===== src/rtl/result_collector.sv =====
// rtl/result_collector.sv - result FIFO with running sum, sticky overflow and saturating drop counter
module result_collector #(
  parameter int W     = 8,
  parameter int DEPTH = 4
) (
  input  logic                     clk,
  input  logic                     rst,
  input  logic                     in_valid,
  input  logic [W-1:0]             in_data,
  input  logic                     clr,
  input  logic                     out_ready,
  output logic                     out_valid,
  output logic [W-1:0]             out_data,
  output logic [$clog2(DEPTH):0]   level,
  output logic [W+3:0]             acc,
  output logic                     overflow,
  output logic [7:0]               drop_cnt
);

  localparam int AW = $clog2(DEPTH);
  localparam logic [AW:0] FULL_LEVEL = (AW+1)'(DEPTH);

  logic [W-1:0]   mem_q [DEPTH];
  logic [AW-1:0]  wr_ptr_q, wr_ptr_d;
  logic [AW-1:0]  rd_ptr_q, rd_ptr_d;
  logic [AW:0]    level_q, level_d;
  logic [W+3:0]   acc_q, acc_d;
  logic           overflow_q, overflow_d;
  logic [7:0]     drop_cnt_q, drop_cnt_d;
  logic           push, pop, drop;

  assign out_valid = (level_q != '0);
  // Head is gated so out_data reads 0 whenever the FIFO is empty, including after reset.
  assign out_data  = out_valid ? mem_q[rd_ptr_q] : '0;
  assign level     = level_q;
  assign acc       = acc_q;
  assign overflow  = overflow_q;
  assign drop_cnt  = drop_cnt_q;

  assign pop  = out_valid && out_ready;
  assign push = in_valid && ((level_q < FULL_LEVEL) || pop);
  assign drop = in_valid && !push;

  always_comb begin
    wr_ptr_d   = wr_ptr_q;
    rd_ptr_d   = rd_ptr_q;
    level_d    = level_q;
    acc_d      = acc_q;
    overflow_d = overflow_q;
    drop_cnt_d = drop_cnt_q;

    if (push) wr_ptr_d = wr_ptr_q + 1'b1;
    if (pop)  rd_ptr_d = rd_ptr_q + 1'b1;

    case ({push, pop})
      2'b10:   level_d = level_q + 1'b1;
      2'b01:   level_d = level_q - 1'b1;
      default: level_d = level_q;
    endcase

    if (clr) begin
      acc_d      = '0;
      overflow_d = 1'b0;
      drop_cnt_d = '0;
    end else begin
      if (push) acc_d = acc_q + {4'b0000, in_data};
      if (drop) begin
        overflow_d = 1'b1;
        if (drop_cnt_q != 8'hFF) drop_cnt_d = drop_cnt_q + 8'd1;
      end
    end
  end

  always_ff @(posedge clk) begin
    if (rst) begin
      wr_ptr_q   <= '0;
      rd_ptr_q   <= '0;
      level_q    <= '0;
      acc_q      <= '0;
      overflow_q <= 1'b0;
      drop_cnt_q <= '0;
    end else begin
      wr_ptr_q   <= wr_ptr_d;
      rd_ptr_q   <= rd_ptr_d;
      level_q    <= level_d;
      acc_q      <= acc_d;
      overflow_q <= overflow_d;
      drop_cnt_q <= drop_cnt_d;
    end
  end

  always_ff @(posedge clk) begin
    if (!rst && push) mem_q[wr_ptr_q] <= in_data;
  end

endmodule

===== config.mk =====
export PLATFORM = sky130hd
export DESIGN_NAME = result_collector
export DESIGN_NICKNAME = d
export VERILOG_FILES = /design/src/rtl/result_collector.sv
export SDC_FILE = /design/constraint.sdc
export NUM_CORES = 1
export LEC_CHECK = 0
export BUFFER_PORTS_ARGS = -buffer_cell sky130_fd_sc_hd__buf_2
export CAP_MARGIN = 10
export CORE_MARGIN = 2
export CORE_UTILIZATION = 45
export DETAILED_ROUTE_END_ITERATION = 10
export PLACE_DENSITY = 0.72
export SYNTH_ARGS = -nofsm -noshare
export SYNTH_HDL_FRONTEND = slang
export SYNTH_SLANG_ARGS = --single-unit

===== constraint.sdc =====
create_clock -name clk -period 5.5 [get_ports clk]
set_input_delay 0.275 -clock clk [delete_from_list [all_inputs] [get_ports clk]]
set_output_delay 0.275 -clock clk [all_outputs]
set_load 0.03 [all_outputs]

# Yosys cells after proc, flatten, opt, wreduce, memory -nomap -nowiden
# Memory sizes are Yosys's and may differ from the RTL's. A register that Yosys moved wholly into a read port is not among the register bits.
# Index checks and enable logic that the tools add are counted.
# word_totals
regBits	28
mem_bits_rw	32
input_bits	13
n_memories	1
# op_classes
add_sub_neg	6
order_cmp	1
eq_ne	3
muxes	6
n_reduce_logical	11
# mem_list
name	depth	word_bits	read_ports	rd_clocked_by_memory_dff	wr	line_no	text
mem_q	4	8	1	1	1	23	logic [W-1:0] mem_q [DEPTH];
# ops
operator	count
$add A12 B8 Y12	1
$add A8 B1 Y8 const B	1
$mux W8	1
$ne A8 B8 Y1 const B	1
$pmux W3 S2	1
$add A2 B1 Y2 const B	2
$logic_and A1 B1 Y1	4
$mux W2	2
$add A3 B1 Y3 const B	1
$lt A3 B3 Y1 const B	1
$reduce_bool A3 Y1	1
$sub A3 B1 Y3 const B	1
$eq A2 B1 Y1 const B	1
$eq A2 B2 Y1 const B	1
$logic_not A1 Y1	2
$mux W1	2
$reduce_and A2 Y1	1
$reduce_bool A2 Y1	1
$reduce_or A2 Y1	1
$logic_or A1 B1 Y1	1

# Longest topological paths before layout
# Gate-level depths: netlist (run 1).
# logic_depth
ltp_word	7
mapped_depth	11
depth_no_buf	9

# Worst setup path after synthesis (run 1)
# OpenSTA, ideal clock, no wires.
# synth_path
path_kind	register to register
from	register level_q[2], in the netlist level[2]
to	register level_q[2], in the netlist level[2]
setup_ns	0.071
arrival_time_ns	2.407
required_time_ns	5.429
setup_slack_ns	3.023
stages_incl_launch_ff	12
synth_period_minus_slack_ns	2.477
cell_sequence	dfxtp_1 nand2b_1 and2_4 buf_8 inv_6 buf_2 ha_1 inv_1 fa_1 xor2_1 or3_1 a21oi_1
# synth_via
elab_chain_len	6
word_cells_on_any_way	11
classes_between	2 x add/sub; 1 x order compare; 2 x eq/ne; 1 x mux; 5 x reduce/logical
# synth_lines
element	line_no	text
start, declared	26	logic [AW:0] level_q, level_d;
start signal, assigned	85	level_q <= level_d;
parallel branches: the longest is 6 deep, another holds $lt A3 B3 Y1	--	
# Parallel ways; which one is timed is not known.
# A chain may end at the register's enable or synchronous reset.

# Worst setup path after layout (run 1)
# layout_path
from	register level_q[2], in the netlist level[2]
to	register level_q[2], in the netlist level[2]
# layout_via
elab_chain_len	6
word_cells_on_any_way	11
classes_between	2 x add/sub; 1 x order compare; 2 x eq/ne; 1 x mux; 5 x reduce/logical
# layout_lines
element	line_no	text
$reduce_bool A3 Y1 *	32	assign out_valid = (level_q != '0);
$logic_and A1 B1 Y1 *	40	assign pop = out_valid && out_ready;
named net pop	30	logic push, pop, drop;
$logic_or A1 B1 Y1	41	assign push = in_valid && ((level_q < FULL_LEVEL) || pop);
$logic_and A1 B1 Y1	41	
$eq A2 B1 Y1 or $eq A2 B2 Y1 (tied branches)	55	case ({push, pop})
$pmux W3 S2 or $reduce_bool A2 Y1 (tied branches)	--	
# Mark *: on every way through the listed nets, which the timed path passes. The rest lies on a longest branch.

==> results of run 1 <==
==> cells by family (layout without fill, tap and decap cells) <==
| group | Yosys count | in the layout | synth area share |
|---|---|---|---|
| fa+ha+maj | 16 | 16 | 0.0733 |
| xor+xnor | 14 | 14 | 0.0418 |
| compound gates | 48 | 48 | 0.113 |
| flops | 62 | 62 | 0.532 |
| simple gates | 75 | 75 | 0.137 |
| mux | 11 | 11 | 0.0716 |
| buf+inv | 17 | 72 | 0.0307 |
==> final cells by class <==
class                           count  area [um2]  share of cell area
Inverter                            8        35.0              0.0102
Sequential cell                    62        1560               0.455
Clock buffer                       10         128              0.0372
Clock inverter                      6        86.3              0.0251
Multi-Input combinational cell    164        1280               0.373
Timing Repair Buffer               48         245              0.0714
Tap cell                           77        96.3              0.0281
==> worst max-delay path, cell delays in order (launching register included) <==
cell,delay [ns]
dfxtp_1,0.41
or3_1,0.32
and2_1,0.22
ha_1,0.20
inv_1,0.06
fa_1,0.37
xor2_1,0.16
or3_1,0.30
a21oi_1,0.14
==> metal layers <==
metal / share of wire / GRT usage / vias up
met2: 0.48 / 0.270 / 42
met1: 0.46 / 0.228 / 985
met4: 0.018 / 0.0635 / 0
li1: - / - / 1003
met5: 0 / 0 / -
met3: 0.044 / 0.0560 / 7
==> worst paths after layout <==
kind	start	endpoint	slack, ns	cells past startpoint
worst min register to register	acc[11]	acc[11]	0.47	2
worst max register to register	level[2]	level[2]	3.25	8
worst max-delay path	level[2]	level[2]	3.25	8
worst min-delay path	in_data[4]	mem_q[0][4]	0.18	1
==> cells in the mapped netlist, types with 3 or more instances <==
library cell  instances
and2_1               10
nand2_1              18
or3_1                 6
inv_1                 7
clkbuf_1              4
xnor2_1               6
nor2_1               14
edfxtp_1             32
o21ai_0               8
ha_1                 14
mux4_2                8
a21o_1                4
a211oi_1              4
nor3b_1               4
a21o_2                3
nand4_1               3
nand3_1              10
o211ai_1              3
mux2i_1               3
dfxtp_1              30
xor2_1                8
a21oi_1              10
==> metrics by stage <==
step,instance area (um2),total power [mW]
after floorplan,2930,0.835
after global placement,3210,0.909
after detailed placement,3210,0.917
after CTS,3420,1.35
after global routing,3430,1.40
final,3430,1.33
==> sequential cells by signal, indices dropped and copies added (netlist names), named ones only <==
register,flops
acc,12
drop_cnt,8
level,3
mem_q,32
overflow,1
rd_ptr_q,2
wr_ptr_q,2
==> report_power, final <==
group	switching [mW]	internal [mW]	leakage, nW
Clock	0.177	0.254	0.106
Sequential	0.0387	0.520	0.534
Combinational	0.207	0.139	0.750
==> flow_metrics.py, run 1 <==
metrics = {
    "run_status": {
        "status": "finished clean",
    },
    "clock_tree": {
        "cts_sinks": 62,
        "clk_latency_ns": 0.34,
        "cts_max_path_buffers": 2,
        "postCtsResizedCells": 0,
        "postCtsSetupBuffers": 0,
        "htree_levels": 3,
        "clkSlewWorstSetupHoldPaths_ns": 0.07,
        "cts_tree": "done",
        "hold_buffers": 0,
        "cts_made_buffers": 9,
        "cts_root_buffer": "clkbuf_8",
    },
    "setup_path": {
        "path_class": "flip-flop to flip-flop",
        "cp_max_fo": 11,
        "start_kind": "flip-flop",
        "crit_arrival_ns": 2.52,
        "endpoint_kind": "flip-flop",
        "required_ns": 5.77,
    },
    "final_layout": {
        "instances_no_fill": 375,
        "final_cell_mix": "46 x buf_2, 32 x edfxtp_1, 30 x dfxtp_1",
        "synthToLayoutAreaGrowth_pct": 17.1,
        "drive_above_1_share": 0.262,
        "final_common_cell": "buf_2",
        "nets": 322,
        "diodes": 0,
        "utilization": 0.544,
        "fill_cells": 551,
    },
    "global_route": {
        "grt-ovfl-total": 0,
        "grt_pass1_wl_um": 9540,
        "grt_max_degree": 18,
        "antenna_found_initial": 0,
        "grt_usage": 0.174,
        "first_global_vias": 1951,
    },
    "routing": {
        "wire_per_inst_um": 15.2,
        "num_vias": 2037,
        "ant_nets": 0,
        "drc": 0,
        "vias_per_cell": 5.43,
        "dr.pass1.iters": 4,
        "drt_iter0_drc": 95,
        "drt-total-wl_um": 5690,
    },
    "pwr": {
        "peakVddDrop_mv": 0.236,
        "power_density_nw_per_um2": 389,
        "p_leak_nw": 1.39,
    },
    "synth": {
        "syn_nets": 272,
        "ys_types": 51,
        "synth.cell_area_um2": 2930,
        "synthArstFlopShare": 0,
        "synth.largest_area_cell": "edfxtp_1",
        "avgSynthCellArea_um2": 12.1,
        "synth_area_leaders": "edfxtp_1 33%, dfxtp_1 20%, mux4_2 6.1%",
        "ys_seq_area_frac": 0.532,
        "synth_seq_cells": 62,
        "syn_inst": 243,
        "yosysTopAreaCellShare": 0.328,
        "synth-main-ff-cell": "edfxtp_1",
        "synth_edf_count": 32,
        "yosysWarnings": 0,
    },
    "timing": {
        "setup_viol": 0,
        "drv_slew": 0,
        "fin_ws_ns": 3.25,
        "max_freq_mhz": 445,
        "max_slew_margin": 0.304,
        "rsz0062_at_grt": "false",
        "post-route-period-util": 0.409,
        "layout_min_cycle_time_ns": 2.25,
        "hold_ws_ns": 0.176,
        "hold_viol_final": 0,
        "worst_slew_pin_slew_ns": 1.04,
        "fin_tns_setup_ns": 0,
        "fin_worst_skew_ns": 0.00942,
    },
    "floorplan": {
        "dieArea_um2": 7180,
        "coreArea_um2": 6310,
        "die_x_um": 84.7,
        "ios": 46,
        "num_rows": 29,
        "start_util": 0.465,
        "die_y_um": 84.7,
    },
    "placed_design": {
        "gp_congestion": 0.773,
        "hpwl_um": 4130,
        "dp_slack_ns": 3.15,
        "port_buffers": 45,
        "placed_cells": 357,
    },
    "job": {
        "cap_violations": 0,
    },
    "hold_path": {
        "worstHoldPathType": "input port to flip-flop",
    },
}
Note: power is estimated with default switching activity, not from simulation.
==> inputs of run 2 (changes only) <==
PLACE_DENSITY = 0.74   (was 0.72)
clock period = 2.03 ns   (was 5.5 ns; I/O delays follow)
==> run 2 against run 1 <==
Global-route usage grew 0.57 points. Cell count is 2.4% higher. Flip-flop and latch count stayed put. Maximum frequency grew 16%. First-iteration DRC count increased by 8.4%. Final area is 4.1% higher. Critical endpoint is now acc[7]. Sequential power rose to 2.6 times the previous value. Core utilization rose by 2.2 points. Combinational power increased to 3.2 times the previous value. Routed wire length grew 5.5%.
==> flow_metrics.py, run 2 (synthesis gave the netlist of run 1 again) <==
metrics = {
    "run_status": {
        "status": "finished clean",
    },
    "pwr": {
        "peakVddDrop_mv": 0.674,
        "p_total_mw": 3.86,
        "p_leak_nw": 1.45,
        "power_density_nw_per_um2": 1080,
    },
    "final_layout": {
        "final_common_cell": "buf_2",
        "largest_reg_flops": 32,
        "seq_area_um2": 1570,
        "synthToLayoutAreaGrowth_pct": 21.9,
        "fill_cells": 562,
        "nets": 331,
        "top_register": "mem_q",
        "multi_input_area_um2": 1320,
        "final_cell_mix": "45 x buf_2, 32 x edfxtp_1, 29 x dfxtp_1",
        "drive_above_1_share": 0.296,
        "diodes": 0,
    },
    "global_route": {
        "grt-ovfl-total": 0,
        "grt_max_degree": 18,
        "antenna_found_initial": 0,
        "first_global_vias": 2054,
        "grt_usage": 0.179,
        "grt_pass1_wl_um": 9840,
    },
    "timing": {
        "layout_min_cycle_time_ns": 1.93,
        "drv_slew": 0,
        "max_freq_mhz": 518,
        "fin_ws_ns": 0.0994,
        "hold_ws_ns": 0.0144,
        "max_slew_margin": 0.708,
        "worst_slew_pin_slew_ns": 0.438,
        "fin_worst_skew_ns": 0.00739,
        "hold_viol_final": 0,
        "post-route-period-util": 0.951,
        "rsz0062_at_grt": "false",
        "setup_viol": 0,
    },
    "setup_path": {
        "crit_chain": "ha_1, a211o_1, a21o_1, a311o_1, a41o_1",
        "path_buf_inv": 0,
        "path_class": "flip-flop to flip-flop",
        "crit_family": "compound AO/OA/AOI/OAI gates",
        "crit_slowest_cell": "dfxtp_1",
        "cp_max_fo": 4,
        "required_ns": 2.27,
        "slowest_delay_ns": 0.42,
        "start_kind": "flip-flop",
        "crit_arrival_ns": 2.17,
        "endpoint_kind": "flip-flop",
    },
    "floorplan": {
        "die_x_um": 84.7,
        "coreArea_um2": 6310,
        "ios": 46,
        "num_rows": 29,
        "start_util": 0.465,
        "dieArea_um2": 7180,
        "die_y_um": 84.7,
    },
    "routing": {
        "dr.pass1.iters": 4,
        "num_vias": 2085,
        "drc": 0,
        "ant_nets": 0,
        "drt_iter0_drc": 103,
        "wire_per_inst_um": 15.6,
        "vias_per_cell": 5.43,
        "drt-total-wl_um": 6000,
    },
    "placed_design": {
        "port_buffers": 45,
        "hpwl_um": 4270,
        "gp_congestion": 0.747,
        "dp_slack_ns": 0.105,
    },
    "clock_tree": {
        "clk_latency_ns": 0.35,
        "cts_sinks": 62,
        "htree_levels": 3,
        "cts_max_path_buffers": 2,
        "cts_tree": "done",
        "cts_root_buffer": "clkbuf_8",
        "clkSlewWorstSetupHoldPaths_ns": 0.07,
        "cts_made_buffers": 9,
    },
    "job": {
        "cap_violations": 0,
    },
    "hold_path": {
        "worstHoldPathType": "input port to flip-flop",
    },
}
## run 2: changes by cell type in the layout (fill, tap and decap cells not counted), sizes merged
cell,previous run,this run
buf,47,54
dlygate4sd3,0,3
clkbuf,11,9
bufinv,2,3
## run 2: layer usage
| layer | GRT usage | wire length (um) | vias to the layer above |
|---|---|---|---|
| li1 | - | - | 1026 |
| met1 | 0.213 | 2620 | 999 |
| met2 | 0.298 | 2980 | 48 |
| met3 | 0.0433 | 244 | 12 |
| met4 | 0.101 | 153 | 0 |
| met5 | 0 | 0 | - |
## run 2: area by class of cell
class                      count  share of cell area
tap                           77              0.0269
clock inverter                 7              0.0315
multi-input combinational    164               0.369
timing repair buffer          57              0.0903
clock buffer                   9              0.0346
inverter                       8             0.00980
sequential                    62               0.438
## run 2: stage by stage
| stage | cell area [um2] | TNS [ns] | utilization | cells |
|---|---|---|---|---|
| after global routing | 3580 | 0 | 0.566 | 384 |
| after CTS | 3560 | 0 | 0.564 | 384 |
| final | 3580 | 0 | 0.566 | 384 |
| after detailed placement | 3290 | 0 | 0.522 | 365 |
| after global placement | 3290 | 0 | 0.522 | 365 |
| after floorplan | 2970 | -0.0250 | - | 243 |
## run 2: where the power goes
group          internal, mW  switching [mW]
Sequential             1.41          0.0692
Clock                 0.808           0.484
Combinational         0.461           0.628
Total                  2.68            1.18
## run 2: worst paths after layout
path | startpoint | end | slack (ns) | cells past startpoint
max | acc[1] | acc[7] | 0.1 | 5
min | in_data[2] | mem_q[0][2] | 0.01 | 1
max reg2reg | acc[1] | acc[7] | 0.1 | 5
min reg2reg | acc[11] | acc[11] | 0.47 | 2
## run 2: repair_timing
item                                    in CTS  in global routing
endpoints found under the hold margin       10                  0
resized for setup                            0                  2
setup buffers                                0                  0
hold buffers                                 3                  0
endpoints found under the setup margin       0                  3
## run 2: worst register-to-register path, cell delays in order, from the launching register on
cell and delay [ns]:
dfxtp_1 0.42, ha_1 0.28, a211o_1 0.30, a21o_1 0.23, a311o_1 0.36, a41o_1 0.24
==> inputs of run 3 (changes only) <==
CORE_MARGIN = not set   (was 2)
PLACE_DENSITY = 0.72   (was 0.74)
clock period = 1.85 ns   (was 2.03 ns; I/O delays follow)
==> run 3 against run 2 <==
The flow now finishes with violations (negative setup slack). Sequential share of layout area down 0.29 points. Combinational power up 19%. Routed wire length down 4.8%. Sequential power up 9%. Total power up 4.9%. Flip-flop and latch count unchanged. First-iteration DRC count down 33%. Setup slack worse by 0.11 ns. Maximum frequency up 3.6%. Global-route usage up 0.66 points. Core utilization up 0.65 points. Largest cell class unchanged. Highest routed layer unchanged.
==> flow_metrics.py, run 3 (synthesis gave the netlist of run 1 again) <==
metrics = {
    "timing": {
        "fin_worst_skew_ns": 0.00542,
        "rsz0062_at_grt": "true",
        "hold_viol_final": 0,
        "max_slew_margin": 0.731,
        "worst_slew_pin_slew_ns": 0.404,
        "setup_viol": 1,
        "max_freq_mhz": 537,
        "drv_slew": 0,
        "post-route-period-util": 1.01,
        "fin_ws_ns": -0.0137,
        "layout_min_cycle_time_ns": 1.86,
    },
    "floorplan": {
        "ios": 46,
        "dieArea_um2": 6850,
        "die_x_um": 82.7,
        "coreArea_um2": 6310,
        "start_util": 0.465,
        "die_y_um": 82.7,
        "num_rows": 29,
    },
    "global_route": {
        "grt_pass1_wl_um": 9060,
        "grt-ovfl-total": 0,
        "grt_usage": 0.186,
        "first_global_vias": 1938,
        "antenna_found_initial": 0,
        "grt_max_degree": 18,
    },
    "hold_path": {
        "worstHoldPathType": "input port to flip-flop",
    },
    "setup_path": {
        "crit_arrival_ns": 2.12,
        "path_class": "flip-flop to flip-flop",
        "required_ns": 2.11,
        "slowest_delay_ns": 0.37,
        "crit_slowest_cell": "dfxtp_4",
        "crit_chain": "buf_12, nand2b_4, and2_4, clkinv_4, ha_4, inv_2, fa_2, xor2_1, or3_1, a21oi_2",
        "cp_max_fo": 5,
        "start_kind": "flip-flop",
        "endpoint_kind": "flip-flop",
    },
    "final_layout": {
        "final_common_cell": "buf_2",
        "multi_input_area_um2": 1320,
        "instances_no_fill": 393,
        "synthToLayoutAreaGrowth_pct": 23.3,
        "final_cell_mix": "45 x buf_2, 32 x edfxtp_1, 25 x dfxtp_1",
        "diodes": 0,
        "fill_cells": 557,
        "drive_above_1_share": 0.339,
        "utilization": 0.573,
        "seq_area_um2": 1570,
        "top_register": "mem_q",
        "largest_reg_flops": 32,
        "nets": 340,
    },
    "pwr": {
        "power_density_nw_per_um2": 1120,
        "p_leak_nw": 1.48,
        "peakVddDrop_mv": 0.593,
    },
    "run_status": {
        "violations": "negative setup slack",
        "status": "finished with violations",
    },
    "clock_tree": {
        "cts_tree": "done",
        "cts_max_path_buffers": 2,
        "clkSlewWorstSetupHoldPaths_ns": 0.07,
        "htree_levels": 3,
        "cts_made_buffers": 9,
        "cts_root_buffer": "clkbuf_8",
        "clk_latency_ns": 0.33,
        "cts_sinks": 62,
    },
    "routing": {
        "ant_nets": 0,
        "drt-total-wl_um": 5710,
        "vias_per_cell": 5.35,
        "wire_per_inst_um": 14.5,
        "drc": 0,
        "num_vias": 2102,
        "dr.pass1.iters": 4,
        "drt_iter0_drc": 69,
    },
    "placed_design": {
        "hpwl_um": 4150,
        "gp_congestion": 0.778,
        "port_buffers": 45,
        "placed_cells": 375,
    },
    "job": {
        "cap_violations": 0,
    },
}
-- run 3: power by group --
part / switching [mW] / total [mW] / leakage (nW) / internal, mW
registers: 0.0691 / 1.62 / 0.537 / 1.55
logic: 0.716 / 1.30 / 0.853 / 0.579
clock network: 0.517 / 1.13 / 0.0899 / 0.617
total: 1.30 / 4.05 / 1.48 / 2.75
-- run 3: worst paths after layout --
path / cells past startpoint / startpoint / endpoint / slack (ns)
worst max-delay path: 10 / level[2] / level[2] / -0.01
worst min-delay path: 1 / in_data[5] / mem_q[0][5] / 0.02
worst max register to register: 10 / level[2] / level[2] / -0.01
worst min register to register: 2 / overflow / overflow / 0.47
-- run 3: timing repair --
item | 4_1_cts | 5_1_grt
buffers inserted | 0 | 1
pin swaps | 3 | 3
hold buffers | 0 | 1
endpoints found under the setup margin | 2 | 7
hold endpoints to repair | 0 | 4
resized for setup | 2 | 5
-- run 3: cell type report --
class,instances,area share
Clock inverter,6,0.0173
Clock buffer,10,0.0353
Multi-Input combinational cell,164,0.365
Tap cell,77,0.0266
Timing Repair Buffer,66,0.111
Sequential cell,62,0.435
Inverter,8,0.00969
-- run 3: critical path: cells and delay by family, from the launching register on --
family / cells / cell delay [ns]
AND/OR/NAND/NOR: 3 / 0.53
adder cells (fa/ha/maj): 2 / 0.44
flip-flops: 1 / 0.37
buffers and inverters: 3 / 0.18
XOR/XNOR: 1 / 0.15
AO/OA/AOI/OAI: 1 / 0.11
-- run 3: per-stage QoR --
stage	hold slack, ns	area (um2)	setup WS [ns]	setup TNS, ns	power, mW
after floorplan	0.191	2970	-0.198	-3.79	2.52
after global placement	0.340	3390	-0.0150	-0.0150	2.88
after detailed placement	0.353	3390	-0.0743	-0.124	2.92
after CTS	0.00261	3590	-0.0444	-0.0444	4.08
after global routing	0.00379	3620	-0.0982	-0.118	4.30
final	0.0157	3620	-0.0137	-0.0137	4.05
-- run 3: routing by layer --
metal / global-route usage / routed length, um / up-vias
li1: - / - / 1039
met1: 0.231 / 2640 / 1018
met2: 0.297 / 2810 / 39
met3: 0.0473 / 190 / 6
met4: 0.0966 / 79 / 0
met5: 0 / 0 / -
